[config.mk]
export PLATFORM = sky130hd
export DESIGN_NAME = imm_extend_pipe_flat
export DESIGN_NICKNAME = d
export VERILOG_FILES = /design/src/rtl/imm_extend_pipe_if.sv /design/src/rtl/imm_extend_pipe.sv /design/src/flat_wrapper.sv
export SDC_FILE = /design/constraint.sdc
export NUM_CORES = 1
export LEC_CHECK = 0
export ABC_AREA = 1
export BUFFER_PORTS_ARGS = -buffer_cell sky130_fd_sc_hd__buf_2
export CAP_MARGIN = 20
export CORE_ASPECT_RATIO = 2
export CORE_MARGIN = 2
export CORE_UTILIZATION = 48
export CTS_CLUSTER_SIZE = 24
export DETAILED_ROUTE_END_ITERATION = 10
export PLACE_DENSITY = 0.73
export REMOVE_ABC_BUFFERS = 1
export SETUP_SLACK_MARGIN = 0.15
export SKIP_CTS_REPAIR_TIMING = 1
export SLEW_MARGIN = 10
export SYNTH_ARGS = -nofsm -noshare
export SYNTH_HDL_FRONTEND = slang
export SYNTH_SLANG_ARGS = --single-unit
[constraint.sdc]
create_clock -name clk -period 5.8 [get_ports clk]
set_input_delay 1.16 -clock clk [delete_from_list [all_inputs] [get_ports clk]]
set_output_delay 1.16 -clock clk [all_outputs]
set_load 0.02 [all_outputs]
[src/rtl/imm_extend_pipe_if.sv]
// Handshake bundle for imm_extend_pipe: request side (decode) and result side (execute).
// The master modport is the environment; the slave modport is the extension stage.
interface imm_extend_pipe_if #(
  parameter int IN_W  = 26,
  parameter int OUT_W = 32
);
  logic             in_valid;
  logic             in_ready;
  logic [IN_W-1:0]  in_imm;
  logic [1:0]       in_mode;
  logic [OUT_W-1:0] in_pc;
  logic             out_valid;
  logic             out_ready;
  logic [OUT_W-1:0] out_data;
  logic             out_ovf;

  modport master (
    output in_valid, in_imm, in_mode, in_pc, out_ready,
    input  in_ready, out_valid, out_data, out_ovf
  );

  modport slave (
    input  in_valid, in_imm, in_mode, in_pc, out_ready,
    output in_ready, out_valid, out_data, out_ovf
  );
endinterface

[src/rtl/imm_extend_pipe.sv]
// Registered immediate extension (sign/zero/scaled/PC-relative) feeding a 2-entry
// elastic FIFO. in_ready depends only on the stored count, never on out_ready.
module imm_extend_pipe #(
  parameter int IN_W  = 26,
  parameter int OUT_W = 32,
  parameter int SHAMT = 2
) (
  input  logic                clk,
  input  logic                rst_n,
  input  logic                flush,
  imm_extend_pipe_if.slave    bus
);

  logic [OUT_W-1:0] w_sext;
  logic [OUT_W-1:0] w_zext;
  logic [OUT_W-1:0] w_shf;
  logic [OUT_W-1:0] w_result;
  logic [SHAMT:0]   w_top;
  logic             w_scale_ovf;
  logic             w_ovf;
  logic             w_push;
  logic             w_pop;

  logic [OUT_W:0]   r_mem [2];
  logic             r_wptr;
  logic             r_rptr;
  logic [1:0]       r_count;

  genvar gi;
  generate
    for (gi = 0; gi < OUT_W; gi++) begin : g_ext
      if (gi < IN_W) begin : g_in
        assign w_sext[gi] = bus.in_imm[gi];
        assign w_zext[gi] = bus.in_imm[gi];
      end else begin : g_pad
        assign w_sext[gi] = bus.in_imm[IN_W-1];
        assign w_zext[gi] = 1'b0;
      end
    end
  endgenerate

  assign w_shf = w_sext << SHAMT;

  // Scaling is lossless only when every bit shifted out matches the new sign bit.
  assign w_top       = w_sext[OUT_W-1 -: SHAMT+1];
  assign w_scale_ovf = !((&w_top) || !(|w_top));

  always_comb begin
    w_result = w_sext;
    w_ovf    = 1'b0;
    case (bus.in_mode)
      2'b00: w_result = w_sext;
      2'b01: w_result = w_zext;
      2'b10: begin
        w_result = w_shf;
        w_ovf    = w_scale_ovf;
      end
      default: begin
        w_result = bus.in_pc + w_shf;
        w_ovf    = w_scale_ovf;
      end
    endcase
  end

  assign bus.in_ready  = (r_count != 2'd2);
  assign bus.out_valid = (r_count != 2'd0);
  assign bus.out_data  = r_mem[r_rptr][OUT_W-1:0];
  assign bus.out_ovf   = r_mem[r_rptr][OUT_W];

  assign w_push = bus.in_valid && bus.in_ready;
  assign w_pop  = bus.out_valid && bus.out_ready;

  always_ff @(posedge clk) begin
    if (!rst_n) begin
      r_count <= 2'd0;
      r_wptr  <= 1'b0;
      r_rptr  <= 1'b0;
      for (int i = 0; i < 2; i++) begin
        r_mem[i] <= '0;
      end
    end else if (flush) begin
      // Stored data is left in place; only occupancy and pointers are cleared.
      r_count <= 2'd0;
      r_wptr  <= 1'b0;
      r_rptr  <= 1'b0;
    end else begin
      if (w_push) begin
        r_mem[r_wptr] <= {w_ovf, w_result};
        r_wptr        <= ~r_wptr;
      end
      if (w_pop) begin
        r_rptr <= ~r_rptr;
      end
      case ({w_push, w_pop})
        2'b10:   r_count <= r_count + 2'd1;
        2'b01:   r_count <= r_count - 2'd1;
        default: r_count <= r_count;
      endcase
    end
  end

endmodule
[src/flat_wrapper.sv]
// flat-port wrapper written by rule: the top's interface ports become plain ports
module imm_extend_pipe_flat 
#(
  parameter int IN_W  = 26,
  parameter int OUT_W = 32,
  parameter int SHAMT = 2
)
  (clk, rst_n, flush, bus_in_valid, bus_in_imm, bus_in_mode, bus_in_pc, bus_out_ready, bus_in_ready, bus_out_valid, bus_out_data, bus_out_ovf);
  imm_extend_pipe_if #(.IN_W(IN_W), .OUT_W(OUT_W)) bus_i ();
  input  logic clk;
  input  logic rst_n;
  input  logic flush;
  input wire logic [$bits(bus_i.in_valid)-1:0] bus_in_valid;
  input wire logic [$bits(bus_i.in_imm)-1:0] bus_in_imm;
  input wire logic [$bits(bus_i.in_mode)-1:0] bus_in_mode;
  input wire logic [$bits(bus_i.in_pc)-1:0] bus_in_pc;
  input wire logic [$bits(bus_i.out_ready)-1:0] bus_out_ready;
  output wire logic [$bits(bus_i.in_ready)-1:0] bus_in_ready;
  output wire logic [$bits(bus_i.out_valid)-1:0] bus_out_valid;
  output wire logic [$bits(bus_i.out_data)-1:0] bus_out_data;
  output wire logic [$bits(bus_i.out_ovf)-1:0] bus_out_ovf;
  assign bus_i.in_valid = bus_in_valid;
  assign bus_i.in_imm = bus_in_imm;
  assign bus_i.in_mode = bus_in_mode;
  assign bus_i.in_pc = bus_in_pc;
  assign bus_i.out_ready = bus_out_ready;
  assign bus_in_ready = bus_i.in_ready;
  assign bus_out_valid = bus_i.out_valid;
  assign bus_out_data = bus_i.out_data;
  assign bus_out_ovf = bus_i.out_ovf;
  imm_extend_pipe #(.IN_W(IN_W), .OUT_W(OUT_W), .SHAMT(SHAMT)) u_core (.clk(clk), .rst_n(rst_n), .flush(flush), .bus(bus_i));
endmodule
== After elaboration in Yosys (flattened, before gate mapping) ==
Memory sizes are Yosys's and may differ from the RTL's. A register that Yosys moved wholly into a read port is not among the register bits.
Index checks and enable logic that the tools add are counted.
Word-level totals
  register bits: 4
  input bits: 65
  memories: 1
  RAM bits: 64
Operators by class
  add/subtract/negate cells: 3
  equal/unequal tests: 5
  reduce and logical (&&, ||, !) cells: 7
  bitwise operators: 3
  multiplexer cells: 12
Memory list
  u_core.r_mem: depth 2, bits a word 32, rd ports 1, clocked after Yosys merged registers in 1, wr ports 2, RTL line imm_extend_pipe.sv:24  | logic [OUT_W:0] r_mem [2];
Operators with widths (number)
  32-bit case mux with 3 select lines: 1
  32-bit adder: 1
  32-bit two-way mux: 1
  32-bit OR reduction: 1
  1-bit two-way mux: 9
  2-bit by 1-bit == test with 1-bit output (second input constant): 2
  2-bit == test (second input constant): 2
  2-bit case mux with 2 select lines: 1
  2-bit nonzero test: 2
  1-bit inverter: 3
  2-bit by 1-bit adder with 2-bit output (second input constant): 1
  1-bit logical AND: 2
  2-bit zero test: 1
  2-bit inequality test (second input constant): 1
  2-bit OR reduction: 1
  2-bit by 1-bit subtractor with 2-bit output (second input constant): 1

== Depth between registers and ports, before layout ==
  word-level depth: 8
  depth in mapped cells: 14
  mapped depth without buffers: 14

== Worst setup path before layout ==
No wires, ideal clock.
  path type: input port to flip-flop
  start point: input port rst_n
  end point: memory u_core.r_mem[1][0] in the netlist's numbering, enable pin
  required time: 5.411 ns
  library setup time: 0.389 ns
  path buffers: 1
  cell stages on the path: 7
  slack: 2.889 ns
  arrival time: 2.522 ns
  cell sequence: inv_1 nor2_1 nand2_1 nor2_1 inv_1 clkbuf_1 nand2_1
RTL lines
  from (decl): RTL line flat_wrapper.sv:11  | input logic rst_n;
  to (decl): RTL line imm_extend_pipe.sv:24

==> flow_summary.json <==
{
  "fin_nets": 965,
  "multi_input_comb_area_um2": 2942,
  "placed_cells": 1000,
  "cts_tree": "yes",
  "setup_tns_ns": 0,
  "vias_per_cell": 5.171,
  "yosysWarnings": 0,
  "grt_pass1_wl_mm": 23.45,
  "setup-violations-final": 0,
  "syn-cell-area_um2": 5599,
  "slew_headroom_pct": 30.60,
  "drt-wirelength-per-cell_um": 14.44,
  "leakage_nw": 3.368,
  "io_buffers": 98,
  "fin_crit_sh_pct": 52.97,
  "fin_skew_ns": 0.003492,
  "fill_cells": 1132,
  "dp_hpwl_mm": 11.92,
  "antenna_found_initial": 0,
  "dr.pass1.iters": 5,
  "min_path_type": "flip-flop to flip-flop",
  "drc_errors": 0,
  "drt_iter0_drc": 250,
  "htreeDepth": 3,
  "track_usage_pct": 24.40,
  "vias": 5254,
  "dpl_cell_area_um2": 6230,
  "synth_seq_area_share_pct": 36.11,
  "worst_slack_ns": 2.727,
  "fmax_mhz": 325.5,
  "synth_edf_count": 64,
  "yosysMostFrequentCell": "nand2_1",
  "cts-buffers-inserted": 9,
  "rsz0062_at_grt": "false",
  "clk-insertion-delay-late_ns": 0.32,
  "critPathMaxStageDelay_ns": 0.58,
  "worstSetupPathType": "primary input to flip-flop",
  "total_power_mw": 1.422,
  "required_ns": 5.96,
  "worst_path_max_delay_cell": "nor2_1",
  "status": "finished, final reports clean",
  "r2r-end": "u_core.r_mem[1][0]",
  "synth_mux_area_share_pct": 6.436,
  "placementRows": 55,
  "core_area_um2": 11350,
  "power.density_nw_per_um2": 219.4,
  "antenna_cells": 0,
  "synth_top_area_share_pct": 34.32,
  "synth_common_cells": "nand2_1 (220), inv_1 (139), nor2_1 (78)",
  "synthDistinctLibCells": 39,
  "syn_area_per_cell_um2": 7.225,
  "synth-xor-area-share_pct": 0.4693,
  "globalRouteOverflowTotal": 0,
  "synth_cells": 775,
  "rr_worst_depth": 7,
  "die_width_um": 80.37,
  "cp-start-kind": "primary input",
  "slew_violations": 0,
  "tightestPinTransition_ns": 1.040,
  "maxCapViolations": 0,
  "ant_nets": 0,
  "post-synth-top-area-cell": "edfxtp_1",
  "cp.arrival_ns": 3.23,
  "die_area_um2": 12600,
  "cts_root_buf": "clkbuf_16",
  "final_area_um2": 6482,
  "grt_start_max_net_pins": 34,
  "hold_path_startpoint": "u_core.r_rptr",
  "drive_gt1_share_pct": 19.11,
  "area_delta_synth_final_pct": 15.78,
  "clkSlewWorstSetupHoldPaths_ns": 0.05,
  "gp_congestion": 0.9367,
  "cts_max_path_buffers": 2,
  "synth_top_family_by_area": "simple AND/OR/NAND/NOR gates",
  "hold_viol_final": 0,
  "clock_sinks": 69,
  "r2r_start": "u_core.r_count[0]",
  "crit_chain": "buf_2 > inv_1 > nor2_1 > inv_2 > o21ai_1 > clkinv_1 > a21oi_1",
  "first_global_vias": 5197,
  "fin_crit_ns": 3.073,
  "synthAdderAreaFrac_pct": 7.061,
  "synthSimpleGateAreaFrac_pct": 27.78,
  "ios": 100,
  "rrSetupSlack_ns": 3.63,
  "whs_path_depth": 1,
  "instances_no_fill": 1016,
  "die_h_um": 156.7,
  "synth_top_flop_cell": "edfxtp_1",
  "place_ws_ns": 2.381,
  "synth.area.top_cells": "edfxtp_1 (34%), nand2_1 (15%), inv_1 (9.3%)",
  "synth_compound_area_share_pct": 10.73,
  "initial_core_util_pct": 49.31,
  "critPathCaptureType": "flip-flop",
  "async_flop_share_pct": 0,
  "register_area_um2": 2022,
  "ys_seq_elements": 69,
  "routed_wl_mm": 14.67,
  "worst-path-max-fanout": 19,
  "vdd_drop_max_v": 0.0001837
}
-- layout by cell type (no fill, tap or decap), drive strengths merged --
cell / instances
dfxtp: 5
or2: 2
clkbuf: 13
nand2: 227
clkinv: 5
fa: 1
xor2: 2
o21bai: 7
o22ai: 9
nor2: 81
a22o: 4
o211ai: 3
conb: 1
xnor2: 1
edfxtp: 64
nand3b: 2
mux2: 32
nor3: 6
and3: 1
o221ai: 3
nand4: 4
a21oi: 60
inv: 144
buf: 102
a221oi: 1
ha: 30
o21ai: 19
nand3: 45
-- layout make-up --
| class | count | share of cell area [%] |
|---|---|---|
| tap | 142 | 2.741 |
| clock inverter | 3 | 0.1930 |
| inverter | 146 | 8.454 |
| sequential | 69 | 31.19 |
| timing repair buffer | 102 | 8.338 |
| clock buffer | 13 | 3.706 |
| multi-input combinational | 541 | 45.38 |
-- critical path: cells and delay by family --
kind            cells  cell delay [ns]
simple gates        1             0.58
compound gates      2             0.44
buf+inv             4             1.04
-- metal layers --
| layer | global-route usage [%] | up-vias | wire length [um] |
|---|---|---|---|
| li1 | - | 2688 | - |
| met1 | 25.11 | 2385 | 5452 |
| met2 | 45.67 | 130 | 7914 |
| met3 | 1.788 | 51 | 439 |
| met4 | 15.74 | 0 | 864 |
| met5 | 0 | - | 0 |
-- through the flow --
stage,hold slack [ns],util (%)
2_1_floorplan,0.4255,-
3_3_place_gp,0.4378,54.62
3_5_place_dp,0.4539,54.86
4_1_cts,0.4628,57.09
5_1_grt,0.4994,57.09
6_report,0.4662,57.09
-- state kept, by name, indices dropped and copies added, names as in the netlist, named ones only --
name            flops
u_core.r_count      2
u_core.r_mem       64
u_core.r_rptr       1
u_core.r_wptr       1
-- cell families (layout without fill, tap and decap cells) --
logic type / after synthesis / after routing
simple gates: 368 / 368
flops: 69 / 69
buf+inv: 165 / 264
fa+ha+maj: 31 / 31
compound gates: 106 / 106
mux: 32 / 32
xor+xnor: 3 / 3
other cells: 1 / 1
-- worst max-delay path by stage --
stage,startpoint,to,slack [ns],depth (start not counted)
after floorplan,rst_n,u_core.r_mem[0][0],2.64,4
after detailed placement,bus_in_mode[1],u_core.r_mem[0][27],2.38,7
after CTS,bus_in_mode[1],u_core.r_mem[0][27],2.71,7
after global placement,rst_n,u_core.r_mem[0][1],2.44,6
after global routing,bus_in_mode[1],u_core.r_mem[1][29],2.45,7
final,bus_in_mode[1],u_core.r_mem[0][27],2.73,7
-- power breakdown --
| part | switching, mW | internal (mW) |
|---|---|---|
| registers | 0.00606 | 0.570 |
| logic | 0.254 | 0.132 |
| clock network | 0.175 | 0.285 |
| total | 0.435 | 0.987 |
Note: power is estimated with default switching activity, not from simulation.
